--- config.mk ---
export PLATFORM = sky130hd
export DESIGN_NAME = hack_alu_pipe
export DESIGN_NICKNAME = d
export VERILOG_FILES = /design/src/rtl/hack_alu_pkg.sv /design/src/rtl/hack_alu_core.sv /design/src/rtl/hack_alu_pipe.sv
export SDC_FILE = /design/constraint.sdc
export NUM_CORES = 1
export LEC_CHECK = 0
export CAP_MARGIN = 0
export CELL_PAD_IN_SITES_DETAIL_PLACEMENT = 0
export CELL_PAD_IN_SITES_GLOBAL_PLACEMENT = 2
export CORE_MARGIN = 4
export CORE_UTILIZATION = 25
export CTS_BUF_LIST = sky130_fd_sc_hd__clkbuf_16
export CTS_CLUSTER_DIAMETER = 200
export CTS_CLUSTER_SIZE = 16
export DETAILED_ROUTE_END_ITERATION = 6
export PLACE_DENSITY = 0.85
export SYNTH_ARGS = -nofsm -noshare
export SYNTH_HDL_FRONTEND = slang
export SYNTH_SLANG_ARGS = --single-unit
--- constraint.sdc ---
create_clock -name clk -period 1.3 [get_ports clk]
set_input_delay 0.26 -clock clk [delete_from_list [all_inputs] [get_ports clk]]
set_output_delay 0.26 -clock clk [all_outputs]
set_load 0.02 [all_outputs]
--- src/rtl/hack_alu_pkg.sv ---
// Shared definitions for the pipelined Hack ALU: control-bit positions, canonical op encodings, FSM states.
// Latency: n/a (declarations only).
// Backpressure: n/a.
// Optional feature macro consumed by the top: HACK_ALU_MUL_EN (iterative shift-add multiply).
package hack_alu_pkg;

    localparam int CTRL_W = 6;

    // Bit positions inside the {zx,nx,zy,ny,f,no} control word.
    localparam int ZX = 5;
    localparam int NX = 4;
    localparam int ZY = 3;
    localparam int NY = 2;
    localparam int F  = 1;
    localparam int NO = 0;

    typedef logic [CTRL_W-1:0] ctrl_t;

    // The 18 encodings the original Hack CPU emits. Any of the other 46 codes
    // is still decoded faithfully by the core; these names are for readability.
    localparam ctrl_t OP_ZERO      = 6'b101010;
    localparam ctrl_t OP_ONE       = 6'b111111;
    localparam ctrl_t OP_NEG_ONE   = 6'b111010;
    localparam ctrl_t OP_X         = 6'b001100;
    localparam ctrl_t OP_Y         = 6'b110000;
    localparam ctrl_t OP_NOT_X     = 6'b001101;
    localparam ctrl_t OP_NOT_Y     = 6'b110001;
    localparam ctrl_t OP_NEG_X     = 6'b001111;
    localparam ctrl_t OP_NEG_Y     = 6'b110011;
    localparam ctrl_t OP_X_PLUS_1  = 6'b011111;
    localparam ctrl_t OP_Y_PLUS_1  = 6'b110111;
    localparam ctrl_t OP_X_MINUS_1 = 6'b001110;
    localparam ctrl_t OP_Y_MINUS_1 = 6'b110010;
    localparam ctrl_t OP_ADD       = 6'b000010;
    localparam ctrl_t OP_SUB_XY    = 6'b010011;
    localparam ctrl_t OP_SUB_YX    = 6'b000111;
    localparam ctrl_t OP_AND       = 6'b000000;
    localparam ctrl_t OP_OR        = 6'b010101;

    typedef enum logic [0:0] {
        IDLE = 1'b0,
        MUL  = 1'b1
    } state_e;

    // True when the control word is one of the 18 canonical Hack encodings.
    // Handy for decode-stage assertions or statistics counters.
    function automatic logic is_canonical_op(input ctrl_t c);
        logic hit;
        hit = 1'b0;
        case (c)
            OP_ZERO, OP_ONE, OP_NEG_ONE, OP_X, OP_Y, OP_NOT_X, OP_NOT_Y,
            OP_NEG_X, OP_NEG_Y, OP_X_PLUS_1, OP_Y_PLUS_1, OP_X_MINUS_1,
            OP_Y_MINUS_1, OP_ADD, OP_SUB_XY, OP_SUB_YX, OP_AND, OP_OR: hit = 1'b1;
            default: hit = 1'b0;
        endcase
        return hit;
    endfunction

endpackage

--- src/rtl/hack_alu_core.sv ---
// Combinational Hack ALU datapath: r = no(f ? x+y : x&y) with zx/nx/zy/ny operand preconditioning.
// Latency: 0 cycles (purely combinational).
// Backpressure: none; the caller registers the result.
// Ports: a, b (WIDTH-bit operands), ctrl ({zx,nx,zy,ny,f,no}), r (WIDTH-bit result, modulo 2^WIDTH).
module hack_alu_core
    import hack_alu_pkg::*;
#(
    parameter int WIDTH = 16
) (
    input  logic [WIDTH-1:0]  a,
    input  logic [WIDTH-1:0]  b,
    input  logic [CTRL_W-1:0] ctrl,
    output logic [WIDTH-1:0]  r
);

    logic [WIDTH-1:0] x;
    logic [WIDTH-1:0] y;
    logic [WIDTH-1:0] fx;

    always_comb begin
        x  = ctrl[ZX] ? '0 : a;
        x  = ctrl[NX] ? ~x : x;
        y  = ctrl[ZY] ? '0 : b;
        y  = ctrl[NY] ? ~y : y;
        // Carry out of the adder is dropped: arithmetic is modulo 2^WIDTH.
        fx = ctrl[F] ? (x + y) : (x & y);
        r  = ctrl[NO] ? ~fx : fx;
    end

endmodule

--- src/rtl/hack_alu_pipe.sv ---
// Registered Hack ALU with valid/ready in and out; optional shift-add multiply (macro HACK_ALU_MUL_EN).
// Latency: ALU 1 cycle; multiply WIDTH+1 cycles (in_ready low while multiplying).
// Backpressure: result register holds while out_valid && !out_ready; in_ready passes out_ready through combinationally.
// Ports: clk, rst_n (async active-low); in_valid/in_ready/in_a/in_b/in_ctrl/in_mul request side;
//        out_valid/out_ready/out_data/out_zr/out_ng result side. WIDTH must be >= 2.
module hack_alu_pipe
    import hack_alu_pkg::*;
#(
    parameter int WIDTH = 16
) (
    input  logic              clk,
    input  logic              rst_n,
    input  logic              in_valid,
    output logic              in_ready,
    input  logic [WIDTH-1:0]  in_a,
    input  logic [WIDTH-1:0]  in_b,
    input  logic [CTRL_W-1:0] in_ctrl,
    input  logic              in_mul,
    output logic              out_valid,
    input  logic              out_ready,
    output logic [WIDTH-1:0]  out_data,
    output logic              out_zr,
    output logic              out_ng
);

    logic [WIDTH-1:0] alu_r;

    hack_alu_core #(
        .WIDTH (WIDTH)
    ) u_core (
        .a    (in_a),
        .b    (in_b),
        .ctrl (in_ctrl),
        .r    (alu_r)
    );

    state_e           state_q, state_d;
    logic             out_valid_q, out_valid_d;
    logic [WIDTH-1:0] out_data_q, out_data_d;
    logic             in_fire;
    logic             mul_req;

    // The output slot is free either when empty or when it drains this cycle,
    // which lets a new ALU result replace the old one with no bubble.
    assign in_ready = (state_q == IDLE) && (!out_valid_q || out_ready);
    assign in_fire  = in_valid && in_ready;

`ifdef HACK_ALU_MUL_EN
    localparam int CNT_W = $clog2(WIDTH + 1);

    logic [WIDTH-1:0] mcand_q, mcand_d;
    logic [WIDTH-1:0] mplier_q, mplier_d;
    logic [WIDTH-1:0] acc_q, acc_d;
    logic [CNT_W-1:0] cnt_q, cnt_d;
    logic [WIDTH-1:0] acc_step;

    assign mul_req = in_mul;
`else
    // Multiply compiled out: the port stays for a stable interface but is inert.
    logic unused_in_mul;
    assign unused_in_mul = in_mul;
    assign mul_req       = 1'b0;
`endif

    always_comb begin
        state_d     = state_q;
        // A held result stays; a consumed one clears unless reloaded below.
        out_valid_d = out_valid_q && !out_ready;
        out_data_d  = out_data_q;
`ifdef HACK_ALU_MUL_EN
        mcand_d     = mcand_q;
        mplier_d    = mplier_q;
        acc_d       = acc_q;
        cnt_d       = cnt_q;
        // Only the low WIDTH bits of the product are kept, so the accumulator
        // and shifted multiplicand never need to be wider than WIDTH.
        acc_step    = acc_q + (mplier_q[0] ? mcand_q : '0);
`endif

        case (state_q)
            IDLE: begin
                if (in_fire && !mul_req) begin
                    out_valid_d = 1'b1;
                    out_data_d  = alu_r;
                end
`ifdef HACK_ALU_MUL_EN
                if (in_fire && mul_req) begin
                    mcand_d  = in_a;
                    mplier_d = in_b;
                    acc_d    = '0;
                    cnt_d    = CNT_W'(WIDTH);
                    state_d  = MUL;
                end
`endif
            end
`ifdef HACK_ALU_MUL_EN
            MUL: begin
                acc_d    = acc_step;
                mcand_d  = mcand_q << 1;
                mplier_d = mplier_q >> 1;
                cnt_d    = cnt_q - CNT_W'(1);
                // The final partial product is folded in on the same edge the
                // counter hits zero, so the result appears WIDTH edges after
                // acceptance. The slot is guaranteed empty: in_ready required it.
                if (cnt_q == CNT_W'(1)) begin
                    out_valid_d = 1'b1;
                    out_data_d  = acc_step;
                    state_d     = IDLE;
                end
            end
`endif
            default: begin
                state_d = IDLE;
            end
        endcase
    end

    always_ff @(posedge clk or negedge rst_n) begin
        if (!rst_n) begin
            state_q     <= IDLE;
            out_valid_q <= 1'b0;
            out_data_q  <= '0;
        end else begin
            state_q     <= state_d;
            out_valid_q <= out_valid_d;
            out_data_q  <= out_data_d;
        end
    end

`ifdef HACK_ALU_MUL_EN
    always_ff @(posedge clk or negedge rst_n) begin
        if (!rst_n) begin
            mcand_q  <= '0;
            mplier_q <= '0;
            acc_q    <= '0;
            cnt_q    <= '0;
        end else begin
            mcand_q  <= mcand_d;
            mplier_q <= mplier_d;
            acc_q    <= acc_d;
            cnt_q    <= cnt_d;
        end
    end
`endif

    // Flags derive from the registered result so they can never disagree with it.
    assign out_valid = out_valid_q;
    assign out_data  = out_data_q;
    assign out_zr    = (out_data_q == '0);
    assign out_ng    = out_data_q[WIDTH-1];

endmodule

Yosys cells after proc, flatten, opt, wreduce, memory -nomap -nowiden
Cells that the tools add are included.
W data, S select, Z words.

word-level totals
  bits in registers = 17
  bits of input ports = 43
  output and inout port bits = 20
  word-level logic and storage cells = 20

cells by class
  add/sub/neg operators = 1
  multiplexer cells = 7
  bitwise operators = 4
  reduce and logical (&&, ||, !) cells = 6

operator list
  cell                 count
  $mux W16             6
  $not A16 Y16         3
  $add A16 B16 Y16     1
  $and A16 B16 Y16     1
  $logic_not A16 Y1    1
  $logic_and A1 B1 Y1  2
  $logic_not A1 Y1     2
  $logic_or A1 B1 Y1   1
  $mux W1              1

Logic depth before layout (Yosys ltp)
Gate-level depths: netlist of the first run.

  word-level depth = 7
  gate-level depth with buffers = 11
  depth with buffers taken out = 10

Hierarchy
From an unflattened synthesis of the first run, not the netlist that was laid out.

unflattened totals
  cell total of the unflattened synthesis = 255
  area total of the unflattened synthesis = 2404.8 um2

modules (own cells, without submodules)
  module         instances  cells an instance  area an instance (um2)  sequential area each (um2)
  hack_alu_core  1          212                1667.8                  0.0
  hack_alu_pipe  1          43                 737.0                   425.4

Worst setup path before layout of the first run
Ideal clock, no wire load.

  kind = input port to flip-flop
  from = in in_ctrl[2]
  to = reg out_data_q[12], in the netlist out_data[12]
  setup time = 0.081 ns
  data arrival time = 3.174 ns
  required time = 1.219 ns
  setup slack = -1.955 ns
  stages = 10
  buffers on the path = 2
  cell sequence = clkbuf_1 -> buf_1 -> xnor2_1 -> fa_1 -> a21o_1 -> a221oi_4 -> o221ai_2 -> a2111o_1 -> a311o_1 -> o211ai_2

on the way
  longest elaborated chain between the ends = 5
  elaborated cells on any way between the ends = 6
  those cells by class = 1 x add/sub; 3 x mux; 2 x bitwise

ends and longest elaborated chain
  element                                               line                  source
  from (decl)                                           hack_alu_pipe.sv:17   input logic [CTRL_W-1:0] in_ctrl,
  $mux W16 *                                            hack_alu_core.sv:24   y = ctrl[NY] ? ~y : y;
  $add A16 B16 Y16 or $and A16 B16 Y16 (tied branches)  hack_alu_core.sv:26   fx = ctrl[F] ? (x + y) : (x & y);
  $mux W16 *                                            hack_alu_core.sv:26
  $not A16 Y16                                          hack_alu_core.sv:27   r = ctrl[NO] ? ~fx : fx;
  $mux W16 *                                            hack_alu_core.sv:27
  to (signal assigned)                                  hack_alu_pipe.sv:126  out_data_q <= out_data_d;
  to (decl)                                             hack_alu_pipe.sv:39   logic [WIDTH-1:0] out_data_q, out_data_d;

Mark *: on every way between the ends. The rest lies on a longest branch, timed or not.
A chain may end at the register's enable or synchronous reset.

Worst setup path after layout of the first run
  from = in in_ctrl[5]
  to = reg out_data_q[7], in the netlist out_data[7]

on the way
  longest elaborated chain between the ends = 7
  elaborated cells on any way between the ends = 8
  those cells by class = 1 x add/sub; 4 x mux; 3 x bitwise

ends and longest elaborated chain
  element                                               line                 source
  $mux W16 *                                            hack_alu_core.sv:21  x = ctrl[ZX] ? '0 : a;
  $not A16 Y16                                          hack_alu_core.sv:22  x = ctrl[NX] ? ~x : x;
  $mux W16 *                                            hack_alu_core.sv:22
  $add A16 B16 Y16 or $and A16 B16 Y16 (tied branches)  hack_alu_core.sv:26
  $mux W16 *                                            hack_alu_core.sv:26
  $not A16 Y16                                          hack_alu_core.sv:27
  $mux W16 *                                            hack_alu_core.sv:27

Marked as above.

==> results of run 1 <==
## timing repair
action | 4_1_cts | 5_1_grt
hold endpoints to repair | 0 | 0
hold buffers | 0 | 0
buffers inserted | 12 | 6
setup endpoints to repair | 36 | 27
gates resized for setup | 169 | 47
gates cloned | 2 | 0
pin swaps | 66 | 42
## registers in the layout, summed over array words and instances (netlist names)
signal / flops
out_data: 16
out_valid: 1
## per-layer routing
layer / vias up / wire, um / track usage [%] / share of wire, %
met2: 62 / 3410 / 21.6 / 46
met1: 1188 / 3630 / 18.8 / 49
li1: 1351 / - / - / -
met3: 7 / 264 / 1.06 / 3.6
met5: - / 0 / 0 / 0
met4: 0 / 75 / 2.09 / 1.0
## path summary, 6_finish.rpt
| check | start | end | cells past startpoint |
|---|---|---|---|
| hold reg to reg | out_data[11] | out_data[11] | 3 |
| setup / recovery | in_ctrl[5] | out_data[7] | 12 |
| max in group asynchronous | rst_n | out_valid | 2 |
| hold / removal | rst_n | out_data[2] | 2 |
| min in group clk | out_data[11] | out_data[11] | 3 |
| setup reg to reg | out_valid | out_data[15] | 5 |
## cells by family (layout without fill, tap and decap cells)
| logic type | after synthesis | count (layout) | synth area share (%) |
|---|---|---|---|
| mux | 7 | 7 | 3.07 |
| xor+xnor | 44 | 44 | 16.6 |
| compound gates | 74 | 74 | 23.2 |
| flops | 17 | 17 | 18.3 |
| buf+inv | 22 | 171 | 3.72 |
| simple gates | 109 | 109 | 25.6 |
| fa+ha+maj | 17 | 17 | 9.48 |
## where the power goes
part           internal [mW]  total [mW]  switching, mW
Clock                  0.407       0.590          0.183
Combinational           1.60        2.99           1.39
Sequential             0.661       0.755         0.0935
Total                   2.66        4.33           1.67
## metrics by stage
stage / std cells / power [mW] / TNS [ps] / util [%]
finish: 547 / 4.33 / -13950 / 49.0
global route: 547 / 4.64 / -15410 / 49.0
CTS: 541 / 4.23 / -13790 / 47.6
detailed placement: 523 / 3.38 / -25330 / 42.4
global placement: 523 / 3.34 / -24720 / 42.4
floorplan: 290 / 2.21 / -12790 / -
## cells in the final DEF, fill, tap and decap left out, types with 3 or more instances in the layout
cell and count:
clkdlybuf4s15_1 3, a21o_1 5, mux2i_2 3, and3_4 4, and4_1 3, nand2b_4 13
clkdlybuf4s15_2 5, nor2_1 6, clkdlybuf4s50_1 9, nand2_1 30, buf_8 5, xnor2_1 34
xnor2_2 8, buf_6 16, inv_1 6, ha_1 13, clkbuf_16 3, dlygate4sd2_1 16
clkbuf_2 5, buf_2 12, o21a_1 3, a21oi_1 5, a21oi_2 10, a221o_1 4
o21ai_0 4, buf_4 80, nand2b_1 22, dlymetal6s2s_1 7, mux2i_1 3, o211ai_1 3
nor3_1 4, nand3_1 3, o21ai_1 10, dfrtp_1 16, nand4_1 4
## layout make-up
type,count,area (um2),share of cell area (%)
Clock inverter,1,3.75,0.0862
Inverter,6,22.5,0.517
Tap cell,108,135,3.10
Multi-Input combinational cell,251,2270,52.2
Sequential cell,17,427,9.80
Timing Repair Buffer,161,1420,32.6
Clock buffer,3,75.1,1.72
==> impl_metrics.py, run 1 <==
metrics = {
    "status": {
        "status": "finished, violations left",
        "violations": "negative setup slack",
    },
    "synthesis": {
        "seq_area_frac_synth_pct": 18.3,
        "synth_area_mm2": 0.00232,
        "synth_seq_cells": 17,
        "yosysTopAreaCellShare_pct": 18.3,
        "syn_avg_cell_area_um2": 8.01,
        "synth_edf_count": 0,
        "synth_common_cells": "44 x xnor2_1, 36 x nand2b_1, 30 x nand2_1",
        "synth.area.top_cells": "dfrtp_1 18%, xnor2_1 17%, nand2b_1 9.7%, ha_1 8.6%, nand2_1 4.8%",
        "syn_inst": 290,
        "yosys_most_used_dff": "dfrtp_1",
        "yosysMostFrequentCell": "xnor2_1",
        "synthDistinctLibCells": 51,
        "ys_async_sr_fraction_pct": 100,
        "syn-num-nets": 350,
        "synth_warnings": 0,
        "synth_top_area_cell": "dfrtp_1",
    },
    "cells_and_area": {
        "num_antenna_cells": 0,
        "final_layout_size_suffix_gt1_share_pct": 46.2,
        "area_delta_synth_final_pct": 87.4,
        "final_cell_area_mm2": 0.00435,
        "nNetsFinal": 500,
        "fillCellCount": 859,
    },
    "critical_path": {
        "crit_type": "input pin to flop",
        "crit_chain": "buf_8 -> buf_4 -> nand2b_4 -> xnor2_2 -> ha_1 -> a21o_1 -> buf_6 -> a31oi_4 -> a21oi_2 -> or3_4 -> and3_4 -> a221o_1",
        "cp_max_fo": 4,
        "required_ps": 1420,
        "critical_path.top_delay_family": "compound AO/OA/AOI/OAI gates",
        "cp-end-kind": "flop",
        "slowest_stage": "or3_4",
        "rrSetupSlack_ps": 0,
        "slowest_delay_ps": 370,
        "worstSetupStartpointType": "input pin",
        "worstPathArrival_ps": 2550,
        "cp_num_buf_inv": 3,
    },
    "worst_hold_path": {
        "hp-class": "input pin to asynchronous set/reset pin",
    },
    "timing": {
        "fmax_ghz": 0.412,
        "min_period_ps": 2420,
        "post-route-period-util_pct": 186,
        "slew_headroom_pct": 74.2,
        "timing.hold.ws_ps": 351,
        "hold_viol_final": 0,
        "rsz0062_at_grt": "yes",
        "tightest_slew_ps": 386,
        "setup_slack_ps": -1120,
        "finalSetupViolCount": 16,
        "finalMaxSlewViolations": 0,
        "finClkSkew_ps": 0.520,
    },
    "die": {
        "fp.dieH_um": 104,
        "core_area_mm2": 0.00889,
        "fp.dieW_um": 104,
        "io-pin-count": 63,
        "num_rows": 34,
        "start_util_pct": 26.1,
        "die_area_mm2": 0.0109,
    },
    "route": {
        "vias": 2608,
        "drt_first_pass_iters": 4,
        "drt-initial-drc-count": 59,
        "wl_per_cell_um": 13.5,
        "drc": 0,
        "ant_nets": 0,
        "wirelength_mm": 7.38,
        "vias_per_cell": 4.77,
    },
    "clocking": {
        "clock_path_buffers": 2,
        "htree_levels": 1,
        "cts-root-buf": "clkbuf_16",
        "cts.reportedPaths.clkPinSlew_ps": 50,
        "cts_tree": "built",
        "clock-sinks": 17,
        "cts_made_buffers": 3,
        "worstSkewPairLatency_ps": 240,
    },
    "global_route": {
        "grt_overflow": 0,
        "grt_max_degree": 22,
        "antenna_found_initial": 0,
        "grt_pass1_vias": 2590,
        "grt.total_usage_pct": 13.1,
        "grt_pass1_wl_mm": 12.2,
    },
    "place": {
        "place_area_mm2": 0.00377,
        "place.gp.congestion": 0.838,
        "portBuffers": 61,
        "post-place-ws_ps": -1810,
        "dpl.hpwl_mm": 5.87,
    },
    "power": {
        "peakVddDrop_mv": 0.433,
        "power.leakage_nw": 2.00,
        "cellPowerDensity_mw_per_mm2": 996,
    },
    "run": {
        "cap_violations": 0,
    },
}
Power figures use the tool's default switching activity.
==> inputs of run 2 (changes only) <==
--- a/config.mk
+++ b/config.mk
@@ -14,7 +14,7 @@
 export CTS_CLUSTER_DIAMETER = 200
 export CTS_CLUSTER_SIZE = 16
 export DETAILED_ROUTE_END_ITERATION = 6
-export PLACE_DENSITY = 0.85
+export PLACE_DENSITY_LB_ADDON = 0.1
 export SYNTH_ARGS = -nofsm -noshare
 export SYNTH_HDL_FRONTEND = slang
 export SYNTH_SLANG_ARGS = --single-unit
==> constraint.sdc (replaced) <==
create_clock -name clk -period 1.3 [get_ports clk]
set_input_delay 0.26 -clock clk [delete_from_list [all_inputs] [get_ports clk]]
set_output_delay 0.26 -clock clk [all_outputs]
set_load 0.05 [all_outputs]
==> impl_metrics.py, run 2 (synthesis gave the netlist of run 1 again) <==
metrics = {
    "status": {
        "status": "finished, violations left",
        "violations": "negative setup slack",
    },
    "timing": {
        "setup_slack_ps": -1100,
        "min_period_ps": 2400,
        "fin_tns_setup_ps": -13830,
        "finClkSkew_ps": 3.02,
        "tightest_slew_ps": 336,
        "slew_headroom_pct": 77.4,
        "finalSetupViolCount": 17,
        "finalMaxSlewViolations": 0,
        "hold_viol_final": 0,
        "fmax_ghz": 0.416,
        "rsz0062_at_grt": "yes",
        "post-route-period-util_pct": 185,
    },
    "die": {
        "num_rows": 34,
        "io-pin-count": 63,
        "fp.dieW_um": 104,
        "die_area_mm2": 0.0109,
        "core_area_mm2": 0.00889,
        "fp.dieH_um": 104,
        "start_util_pct": 26.1,
    },
    "critical_path": {
        "cp-end-kind": "flop",
        "critical_path.top_delay_family": "compound AO/OA/AOI/OAI gates",
        "slowest_stage": "a2111o_1",
        "rrSetupSlack_ps": -10,
        "cp_max_fo": 5,
        "r2r_end": "out_data[15]",
        "worstSetupStartpointType": "input pin",
        "worstPathArrival_ps": 2580,
        "slowest_delay_ps": 400,
        "cp_num_buf_inv": 1,
        "crit_type": "input pin to flop",
        "rr_startpoint": "out_valid",
        "crit_chain": "buf_8 -> nand2b_4 -> xnor2_2 -> ha_2 -> fa_2 -> a21o_1 -> a221oi_4 -> o221ai_2 -> a2111o_1 -> a311o_1 -> o211ai_2",
        "ff2ff_path_depth": 6,
        "required_ps": 1470,
    },
    "place": {
        "dpl.hpwl_mm": 5.92,
        "post-place-ws_ps": -1830,
        "portBuffers": 61,
        "place_area_mm2": 0.00402,
        "place.gp.congestion": 0.773,
    },
    "clocking": {
        "cts_hold_buf": 0,
        "cts_made_buffers": 3,
        "cts-root-buf": "clkbuf_16",
        "htree_levels": 1,
        "cts_tree": "built",
        "clock-sinks": 17,
        "clock_path_buffers": 2,
        "cts.reportedPaths.clkPinSlew_ps": 50,
        "worstSkewPairLatency_ps": 250,
    },
    "route": {
        "drc": 0,
        "wl_per_cell_um": 13.1,
        "ant_nets": 0,
        "vias_per_cell": 4.62,
        "drt_first_pass_iters": 4,
        "drt-initial-drc-count": 53,
        "wirelength_mm": 7.24,
        "vias": 2549,
    },
    "cells_and_area": {
        "final_cell_area_mm2": 0.00459,
        "seq_area_um2": 437,
        "mostFrequentLayoutCell": "buf_4",
        "most-common-layout-cells": "83 x buf_4, 35 x xnor2_1, 30 x nand2_1, 27 x nand2b_1",
        "nNetsFinal": 505,
        "largest_reg_flops": 16,
        "fin_util_pct": 51.6,
        "final_layout_size_suffix_gt1_share_pct": 48.4,
        "multiInputGateArea_mm2": 0.00222,
        "num_antenna_cells": 0,
        "fillCellCount": 850,
        "area_delta_synth_final_pct": 97.4,
    },
    "global_route": {
        "grt_pass1_wl_mm": 12.0,
        "grt_overflow": 0,
        "grt_max_degree": 18,
        "antenna_found_initial": 0,
        "grt.total_usage_pct": 13.1,
        "grt_pass1_vias": 2486,
    },
    "power": {
        "power.leakage_nw": 2.03,
        "p_total_mw": 5.18,
        "peakVddDrop_mv": 0.601,
        "cellPowerDensity_mw_per_mm2": 1130,
    },
    "run": {
        "cap_violations": 0,
    },
    "worst_hold_path": {
        "hp-class": "input pin to asynchronous set/reset pin",
    },
}
run 2: worst max-delay path by stage:
stage                    to       start  slack, ps  cells after the start
3_3_place_gp   out_data[12]  in_ctrl[5]      -1790                     11
2_1_floorplan  out_data[12]  in_ctrl[3]      -1300                     10
3_5_place_dp   out_data[12]  in_ctrl[5]      -1830                     11
4_1_cts        out_data[12]  in_ctrl[5]      -1180                     11
6_report       out_data[12]  in_ctrl[3]      -1100                     11
5_1_grt        out_data[12]  in_ctrl[5]      -1190                     11
run 2: final cells by class:
cell class	instances	share of cell area, %
clock buffer	3	1.64
clock inverter	1	0.0819
inverter	6	0.491
multi-input combinational	251	48.5
sequential	17	9.52
tap	108	2.95
timing repair buffer	166	36.8
run 2: where the power goes:
part	leakage, nW	internal (mW)	switching (mW)
Combinational	1.79	2.03	1.80
Sequential	0.198	0.672	0.0789
Clock	0.0423	0.408	0.190
Total	2.03	3.11	2.07
run 2: per-stage QoR:
stage	std cells	hold WS, ps
2_1_floorplan	290	-35.6
4_1_cts	548	354
3_5_place_dp	527	590
5_1_grt	552	379
6_report	552	347
3_3_place_gp	527	588
run 2: worst reg2reg max path: cells and delay by family, from the launching register on:
| kind | cells | cell delay, ps |
|---|---|---|
| AOI/OAI and AO/OA | 2 | 340 |
| DFF | 1 | 380 |
| and+or+nand+nor | 3 | 320 |
| buffers and inverters | 1 | 150 |
run 2: what timing repair did:
| item | CTS | global route |
|---|---|---|
| setup buffers | 18 | 5 |
| gates resized for setup | 130 | 20 |
| setup endpoints to repair | 18 | 17 |
| pin swaps | 93 | 31 |
| gates cloned | 1 | 0 |
run 2: routing by layer:
layer | up-vias | GRT usage, % | share of wire, %
li1 | 1367 | - | -
met1 | 1121 | 18.0 | 48
met2 | 54 | 21.8 | 47
met3 | 7 | 1.24 | 3.7
met4 | 0 | 3.99 | 1.4
met5 | - | 0 | 0
